## src/rtl/alu_sbm_seq_if.sv

```systemverilog
// Operation type shared with alu_sbm, plus the request/response bundle
// between execute-stage control (master) and alu_sbm_seq (slave).
package alu_sbm_pkg;
  typedef enum logic [3:0] {
    ALU_OP_ADD    = 4'd0,
    ALU_OP_SUB    = 4'd1,
    ALU_OP_PLUS_4 = 4'd2,
    ALU_OP_AND    = 4'd3,
    ALU_OP_OR     = 4'd4,
    ALU_OP_XOR    = 4'd5,
    ALU_OP_EQ     = 4'd6,
    ALU_OP_LT     = 4'd7,
    ALU_OP_LTU    = 4'd8,
    ALU_OP_SLL    = 4'd9,
    ALU_OP_SRL    = 4'd10,
    ALU_OP_SRA    = 4'd11
  } cs_alu_op;
endpackage

interface alu_sbm_seq_if #(
  parameter int unsigned DATA_W = 32
);
  logic                  req_valid_i;
  logic                  req_ready_o;
  alu_sbm_pkg::cs_alu_op req_op_i;
  logic                  req_cmp_flip_i;
  logic [DATA_W-1:0]     req_a_i;
  logic [DATA_W-1:0]     req_b_i;
  logic                  resp_valid_o;
  logic                  resp_ready_i;
  logic [DATA_W-1:0]     resp_result_o;
  logic                  resp_cmp_o;

  modport master (
    output req_valid_i, req_op_i, req_cmp_flip_i, req_a_i, req_b_i, resp_ready_i,
    input  req_ready_o, resp_valid_o, resp_result_o, resp_cmp_o
  );

  modport slave (
    input  req_valid_i, req_op_i, req_cmp_flip_i, req_a_i, req_b_i, resp_ready_i,
    output req_ready_o, resp_valid_o, resp_result_o, resp_cmp_o
  );
endinterface

```

## src/rtl/alu_sbm_seq.sv

```systemverilog
// Runs one 32-bit ALU operation as two 16-bit passes through alu_sbm.
// Optional: define ALU_SEQ_EARLY_CMP_EN to let EQ finish after pass 0.
module alu_sbm_seq
  import alu_sbm_pkg::*;
#(
  parameter int unsigned DATA_W = 32,
  parameter int unsigned HALF_W = 16
) (
  input  logic              clk,
  input  logic              rst,
  alu_sbm_seq_if.slave      bus,
  output cs_alu_op          alu_op_o,
  output logic              alu_first_cycle_o,
  output logic              alu_cmp_flip_o,
  output logic [HALF_W-1:0] alu_a_o,
  output logic [HALF_W-1:0] alu_b_o,
  input  logic [HALF_W-1:0] alu_result_i,
  input  logic              alu_cmp_result_i,
  input  logic              alu_cmp_result_valid_i
);

  localparam int unsigned SH_W = $clog2(DATA_W);

  typedef enum logic [1:0] {
    S_IDLE = 2'd0,
    S_P0   = 2'd1,
    S_P1   = 2'd2,
    S_RESP = 2'd3
  } state_t;

  state_t            r_state;
  state_t            w_state_nxt;
  cs_alu_op          r_op;
  cs_alu_op          w_req_op;
  logic              r_flip;
  logic [DATA_W-1:0] r_a;
  logic [DATA_W-1:0] r_b;
  logic [DATA_W-1:0] r_result;
  logic              r_cmp;
  logic              r_cmp_held;

  logic              w_is_cmp;
  logic              w_is_shift;
  logic              w_hi_first;
  logic              w_big_sh;
  logic              w_early;
  logic [HALF_W-1:0] w_a_lo;
  logic [HALF_W-1:0] w_a_hi;
  logic [HALF_W-1:0] w_a_p0;
  logic [HALF_W-1:0] w_a_p1;
  logic [HALF_W-1:0] w_b_p0;
  logic [HALF_W-1:0] w_b_p1;
  logic [HALF_W-1:0] w_b_sh;

  // Unknown encodings collapse to ADD at accept, so the ALU never sees them.
  always_comb begin
    w_req_op = ALU_OP_ADD;
    case (bus.req_op_i)
      ALU_OP_ADD, ALU_OP_SUB, ALU_OP_PLUS_4, ALU_OP_AND, ALU_OP_OR, ALU_OP_XOR,
      ALU_OP_EQ, ALU_OP_LT, ALU_OP_LTU, ALU_OP_SLL, ALU_OP_SRL, ALU_OP_SRA:
        w_req_op = bus.req_op_i;
      default: w_req_op = ALU_OP_ADD;
    endcase
  end

  assign w_is_cmp   = (r_op == ALU_OP_EQ) || (r_op == ALU_OP_LT) || (r_op == ALU_OP_LTU);
  assign w_hi_first = (r_op == ALU_OP_SRL) || (r_op == ALU_OP_SRA);
  assign w_is_shift = w_hi_first || (r_op == ALU_OP_SLL);
  assign w_big_sh   = r_b[SH_W-1];
  assign w_a_lo     = r_a[HALF_W-1:0];
  assign w_a_hi     = r_a[DATA_W-1:HALF_W];
  assign w_b_sh     = {{(HALF_W-SH_W){1'b0}}, r_b[SH_W-1:0]};

`ifdef ALU_SEQ_EARLY_CMP_EN
  assign w_early = (r_op == ALU_OP_EQ) && alu_cmp_result_valid_i;
`else
  assign w_early = 1'b0;
`endif

  // Shifts of 16 or more: pass 0 feeds only fill bits, pass 1 feeds the
  // half that lands in the result, so the ALU only ever shifts by b[3:0].
  always_comb begin
    w_a_p0 = w_hi_first ? w_a_hi : w_a_lo;
    w_a_p1 = w_hi_first ? w_a_lo : w_a_hi;
    w_b_p0 = r_b[HALF_W-1:0];
    w_b_p1 = r_b[DATA_W-1:HALF_W];
    if (w_is_shift) begin
      w_b_p0 = w_b_sh;
      w_b_p1 = w_b_sh;
      if (w_big_sh) begin
        w_a_p0 = (r_op == ALU_OP_SRA) ? {HALF_W{r_a[DATA_W-1]}} : '0;
        w_a_p1 = (r_op == ALU_OP_SLL) ? w_a_lo : w_a_hi;
      end
    end
  end

  always_ff @(posedge clk or posedge rst) begin
    if (rst) begin
      r_state <= S_IDLE;
    end else begin
      r_state <= w_state_nxt;
    end
  end

  always_comb begin
    w_state_nxt       = r_state;
    bus.req_ready_o   = 1'b0;
    bus.resp_valid_o  = 1'b0;
    alu_first_cycle_o = 1'b0;
    alu_a_o           = '0;
    alu_b_o           = '0;
    case (r_state)
      S_IDLE: begin
        bus.req_ready_o = 1'b1;
        if (bus.req_valid_i) begin
          w_state_nxt = S_P0;
        end
      end
      S_P0: begin
        alu_first_cycle_o = 1'b1;
        alu_a_o           = w_a_p0;
        alu_b_o           = w_b_p0;
        w_state_nxt       = w_early ? S_RESP : S_P1;
      end
      S_P1: begin
        alu_a_o     = w_a_p1;
        alu_b_o     = w_b_p1;
        w_state_nxt = S_RESP;
      end
      S_RESP: begin
        bus.resp_valid_o = 1'b1;
        if (bus.resp_ready_i) begin
          w_state_nxt = S_IDLE;
        end
      end
      default: w_state_nxt = S_IDLE;
    endcase
  end

  always_ff @(posedge clk or posedge rst) begin
    if (rst) begin
      r_op       <= ALU_OP_ADD;
      r_flip     <= 1'b0;
      r_a        <= '0;
      r_b        <= '0;
      r_result   <= '0;
      r_cmp      <= 1'b0;
      r_cmp_held <= 1'b0;
    end else begin
      case (r_state)
        S_IDLE: begin
          if (bus.req_valid_i) begin
            r_op       <= w_req_op;
            r_flip     <= bus.req_cmp_flip_i;
            r_a        <= bus.req_a_i;
            r_b        <= bus.req_b_i;
            r_result   <= '0;
            r_cmp      <= 1'b0;
            r_cmp_held <= 1'b0;
          end
        end
        S_P0: begin
          if (w_is_cmp) begin
            if (alu_cmp_result_valid_i) begin
              r_cmp      <= alu_cmp_result_i;
              r_cmp_held <= 1'b1;
            end
          end else if (w_hi_first) begin
            r_result[DATA_W-1:HALF_W] <= alu_result_i;
          end else begin
            r_result[HALF_W-1:0] <= alu_result_i;
          end
        end
        S_P1: begin
          // A compare settled in pass 0 keeps its value; otherwise pass 1 ends it.
          if (w_is_cmp) begin
            if (!r_cmp_held) begin
              r_cmp <= alu_cmp_result_i;
            end
          end else if (w_hi_first) begin
            r_result[HALF_W-1:0] <= alu_result_i;
          end else begin
            r_result[DATA_W-1:HALF_W] <= alu_result_i;
          end
        end
        default: ;
      endcase
    end
  end

  assign alu_op_o          = r_op;
  assign alu_cmp_flip_o    = r_flip;
  assign bus.resp_result_o = r_result;
  assign bus.resp_cmp_o    = r_cmp;

endmodule

```

## src/flat_wrapper.sv

```systemverilog
// flat-port wrapper written by rule: the top's interface ports become plain ports
module alu_sbm_seq_flat import alu_sbm_pkg::*;
#(
  parameter int unsigned DATA_W = 32,
  parameter int unsigned HALF_W = 16
)
  (clk, rst, alu_op_o, alu_first_cycle_o, alu_cmp_flip_o, alu_a_o, alu_b_o, alu_result_i, alu_cmp_result_i, alu_cmp_result_valid_i, bus_req_valid_i, bus_req_op_i, bus_req_cmp_flip_i, bus_req_a_i, bus_req_b_i, bus_resp_ready_i, bus_req_ready_o, bus_resp_valid_o, bus_resp_result_o, bus_resp_cmp_o);
  alu_sbm_seq_if #(.DATA_W(DATA_W)) bus_i ();
  input  logic clk;
  input  logic rst;
  output cs_alu_op alu_op_o;
  output logic alu_first_cycle_o;
  output logic alu_cmp_flip_o;
  output logic [HALF_W-1:0] alu_a_o;
  output logic [HALF_W-1:0] alu_b_o;
  input  logic [HALF_W-1:0] alu_result_i;
  input  logic alu_cmp_result_i;
  input  logic alu_cmp_result_valid_i;
  input wire logic [$bits(bus_i.req_valid_i)-1:0] bus_req_valid_i;
  input wire logic [$bits(bus_i.req_op_i)-1:0] bus_req_op_i;
  input wire logic [$bits(bus_i.req_cmp_flip_i)-1:0] bus_req_cmp_flip_i;
  input wire logic [$bits(bus_i.req_a_i)-1:0] bus_req_a_i;
  input wire logic [$bits(bus_i.req_b_i)-1:0] bus_req_b_i;
  input wire logic [$bits(bus_i.resp_ready_i)-1:0] bus_resp_ready_i;
  output wire logic [$bits(bus_i.req_ready_o)-1:0] bus_req_ready_o;
  output wire logic [$bits(bus_i.resp_valid_o)-1:0] bus_resp_valid_o;
  output wire logic [$bits(bus_i.resp_result_o)-1:0] bus_resp_result_o;
  output wire logic [$bits(bus_i.resp_cmp_o)-1:0] bus_resp_cmp_o;
  assign bus_i.req_valid_i = bus_req_valid_i;
  assign bus_i.req_op_i = bus_req_op_i;
  assign bus_i.req_cmp_flip_i = bus_req_cmp_flip_i;
  assign bus_i.req_a_i = bus_req_a_i;
  assign bus_i.req_b_i = bus_req_b_i;
  assign bus_i.resp_ready_i = bus_resp_ready_i;
  assign bus_req_ready_o = bus_i.req_ready_o;
  assign bus_resp_valid_o = bus_i.resp_valid_o;
  assign bus_resp_result_o = bus_i.resp_result_o;
  assign bus_resp_cmp_o = bus_i.resp_cmp_o;
  alu_sbm_seq #(.DATA_W(DATA_W), .HALF_W(HALF_W)) u_core (.clk(clk), .rst(rst), .bus(bus_i), .alu_op_o(alu_op_o), .alu_first_cycle_o(alu_first_cycle_o), .alu_cmp_flip_o(alu_cmp_flip_o), .alu_a_o(alu_a_o), .alu_b_o(alu_b_o), .alu_result_i(alu_result_i), .alu_cmp_result_i(alu_cmp_result_i), .alu_cmp_result_valid_i(alu_cmp_result_valid_i));
endmodule
```

## config.mk

```make
export PLATFORM = sky130hd
export DESIGN_NAME = alu_sbm_seq_flat
export DESIGN_NICKNAME = d
export VERILOG_FILES = /design/src/rtl/alu_sbm_seq_if.sv /design/src/rtl/alu_sbm_seq.sv /design/src/flat_wrapper.sv
export SDC_FILE = /design/constraint.sdc
export NUM_CORES = 1
export LEC_CHECK = 0
export CORE_ASPECT_RATIO = 0.75
export CORE_MARGIN = 2
export CORE_UTILIZATION = 30
export DETAILED_ROUTE_END_ITERATION = 7
export PLACE_DENSITY = 0.59
export SKIP_CTS_REPAIR_TIMING = 1
export SLEW_MARGIN = 20
export SYNTH_ARGS = -nofsm -noshare
export SYNTH_HDL_FRONTEND = slang
export SYNTH_SLANG_ARGS = --single-unit
```

## constraint.sdc

```tcl
create_clock -name clk -period 5.75 [get_ports clk]
set_input_delay 1.725 -clock clk [delete_from_list [all_inputs] [get_ports clk]]
set_output_delay 1.725 -clock clk [all_outputs]
set_load 0.02 [all_outputs]
```

==> results_dict.tcl <==
set metrics [dict create \
    wire_per_inst_um 17.4 \
    setup_viol 0 \
    cts_buffers 9 \
    status "finished, final reports clean" \
    n_antenna_cell 0 \
    cp.arrival_ps 3250 \
    crit_path_max_fanout 19 \
    fp.dieH_um 116 \
    min_to "u_core.bus.resp_result_o[7]" \
    setup.worst_path.end_class "primary output" \
    postLayoutCoreUtil_pct 44.0 \
    fmax_mhz 201 \
    port_buffers 163 \
    drt_iter0_markers 245 \
    antenna_left 0 \
    ff2ff_setup_slack_ps 3460 \
    r2r_end "u_core.bus.resp_result_o[26]" \
    grt_pass1_wl_mm 22.4 \
    ir_drop_uv 217 \
    finish.net_count 699 \
    yosys_register_bits 105 \
    cts-root-buf "clkbuf_16" \
    slew_headroom_pct 34.5 \
    finClkSkew_ps 9.19 \
    yosys_warnings 0 \
    layout-drive-gt1-share_pct 17.4 \
    hold_viol 0 \
    fin_crit_ps 4980 \
    worst_pin_slew_ps 983 \
    final.setup.tns_ps 0 \
    die-width_um 153 \
    seqPwrFrac_pct 31.2 \
    die_area_mm2 0.0177 \
    antenna_found_initial 0 \
    ys_types 35 \
    power_density_mw_per_mm2 594 \
    syn-mean-instance-area_um2 11.0 \
    ios 164 \
    clk_pin_slew_ps 70 \
    yosysSeqAreaShare_pct 52.6 \
    grt_max_degree 78 \
    clkLatencyLatePin_ps 350 \
    worstSetupStartpointType "flop" \
    firstDrtPassIters 4 \
    num_vias 3960 \
    use_met3_pct 4.56 \
    final_common_cell "clkdlybuf4s50_1" \
    synthCells 454 \
    rows 40 \
    hp-start "u_core.bus.resp_result_o[7]" \
    clock-sinks 105 \
    hold_path_class "flop to flop" \
    h-tree-depth 3 \
    design.core.area_mm2 0.0162 \
    rsz0062_at_grt "no" \
    period_share_pct 86.6 \
    grt_use_met1_pct 21.6 \
    cts_tree "yes" \
    crit_required_ps 4030 \
    combinationalPowerShare_pct 53.4 \
    grt_usage_pct 16.3 \
    grt_util_met2_pct 26.3 \
    p_int_w 0.00248 \
    start_util_pct 30.9 \
    area_growth_pct 42.5 \
    wirelength_mm 14.2 \
    rr_worst_depth 5 \
    gr-total-overflow 0 \
    first_global_vias 4123 \
    rr_startpoint "u_core.alu_op_o[2]" \
    gp_congestion 0.771 \
    switchingPower_w 0.00175 \
    clk_path_buf_depth 2 \
    grt.busiest_layer "met2" \
    path_class "flop to primary output" \
    syn-num-nets 550 \
    final_cell_mix "clkdlybuf4s50_1 (163), dfrtp_1 (105), nand2_1 (86)" \
    viasPerCell 4.84 \
    sw_frac_of_total_pct 41.3 \
    syn-cell-area_mm2 0.00500 \
    hpwl_mm 10.0 \
    drc 0 \
    drv_cap 0 \
    leakagePower_nw 2.93 \
    hold-path-cell-count 2 \
    clock_power_share_pct 15.4 \
    drv_slew 0 \
]
## synthesized netlist by cell type
cell type	count	share of area, %
a21o_1	1	0.15
a21oi_1	4	0.40
a21oi_4	1	0.33
a221o_1	2	0.40
a22o_1	2	0.35
a22oi_1	16	2.4
a31oi_1	2	0.25
and2_1	1	0.13
and2b_1	1	0.15
and3_1	15	1.9
and3b_1	1	0.18
buf_2	3	0.30
buf_4	1	0.15
buf_6	2	0.45
clkbuf_1	23	1.7
dfrtp_1	105	53
ha_1	5	1.3
inv_1	7	0.53
mux2_2	70	16
mux2i_1	17	3.4
nand2_1	87	6.5
nand2b_1	5	0.63
nand3_1	1	0.10
nand3b_1	2	0.30
nand4_1	1	0.13
nor2_1	14	1.1
nor2b_1	5	0.63
nor3_1	1	0.10
o211ai_1	1	0.15
o21ai_0	40	4.0
o22ai_1	5	0.63
o22ai_2	10	2.5
o2bb2ai_1	1	0.18
or2_1	1	0.13
xor2_1	1	0.18
## layout make-up
cell class | count | area [µm²]
Tap cell | 210 | 263
Fill cell | 1504 | 9040
Sequential cell | 105 | 2630
Timing Repair Buffer | 167 | 1660
Clock buffer | 9 | 225
Inverter | 7 | 31.3
Multi-Input combinational cell | 313 | 2230
Clock inverter | 7 | 86.3
## kinds of logic (layout without fill, tap and decap cells)
| group | after synthesis | after routing | synth area share, % |
|---|---|---|---|
| AND/OR/NAND/NOR | 135 | 135 | 11.9 |
| adder cells (fa/ha/maj) | 5 | 5 | 1.25 |
| XOR/XNOR | 1 | 1 | 0.175 |
| multiplexers | 87 | 87 | 19.2 |
| AO/OA/AOI/OAI | 85 | 85 | 11.7 |
| buffers and inverters | 36 | 190 | 3.15 |
| flip-flops | 105 | 105 | 52.6 |
## power by group through the flow
stage / Clock [W] / Combinational [W] / Sequential [W]
final: 0.000651 / 0.00226 / 0.00132
after detailed placement: 0 / 0.00228 / 0.00133
after global routing: 0.000704 / 0.00246 / 0.00137
after floorplan: 0 / 0.00133 / 0.00139
after global placement: 0 / 0.00224 / 0.00131
after CTS: 0.000673 / 0.00228 / 0.00132
## per-layer routing
| layer | vias up | routed length (µm) |
|---|---|---|
| li1 | 1886 | - |
| met3 | 11 | 707 |
| met4 | 0 | 177 |
| met1 | 1969 | 6520 |
| met5 | - | 0 |
| met2 | 94 | 6800 |
## registers in the layout (all words and copies together) (netlist names)
register,cells
u_core.r_a,32
u_core.bus.resp_cmp_o,1
u_core.r_cmp_held,1
u_core.bus.resp_result_o,32
u_core.alu_op_o,4
u_core.alu_cmp_flip_o,1
u_core.r_state,2
u_core.r_b,32
## worst max-delay path by stage
stage / startpoint / endpoint / slack [ps]
after floorplan: rst / u_core.alu_cmp_flip_o / 1260
after global routing: u_core.alu_op_o[2] / alu_a_o[3] / 510
final: u_core.alu_op_o[2] / alu_a_o[3] / 770
after CTS: u_core.alu_op_o[2] / alu_a_o[3] / 730
after detailed placement: u_core.alu_op_o[2] / alu_a_o[3] / 1130
after global placement: u_core.alu_op_o[2] / alu_a_o[3] / 1230
## worst max-delay path: stages (launching register included)
cell,delay (ps)
dfrtp_1,440
and2b_1,270
nand3b_1,480
a31oi_1,320
or2_1,610
o22ai_1,210
clkdlybuf4s50_1,580
## stage by stage
stage / cell area [µm²] / total power (W) / instances / hold WS, ps / worst slack [ps]
floorplan: 5000 / 0.00273 / 454 / 473 / 1260
global placement: 6800 / 0.00355 / 802 / 464 / 1230
detailed placement: 6800 / 0.00361 / 802 / 470 / 1130
CTS: 7110 / 0.00427 / 818 / 487 / 729
global route: 7120 / 0.00453 / 818 / 510 / 509
finish: 7120 / 0.00423 / 818 / 484 / 771
No activity file was read; power rests on OpenSTA's default activity.
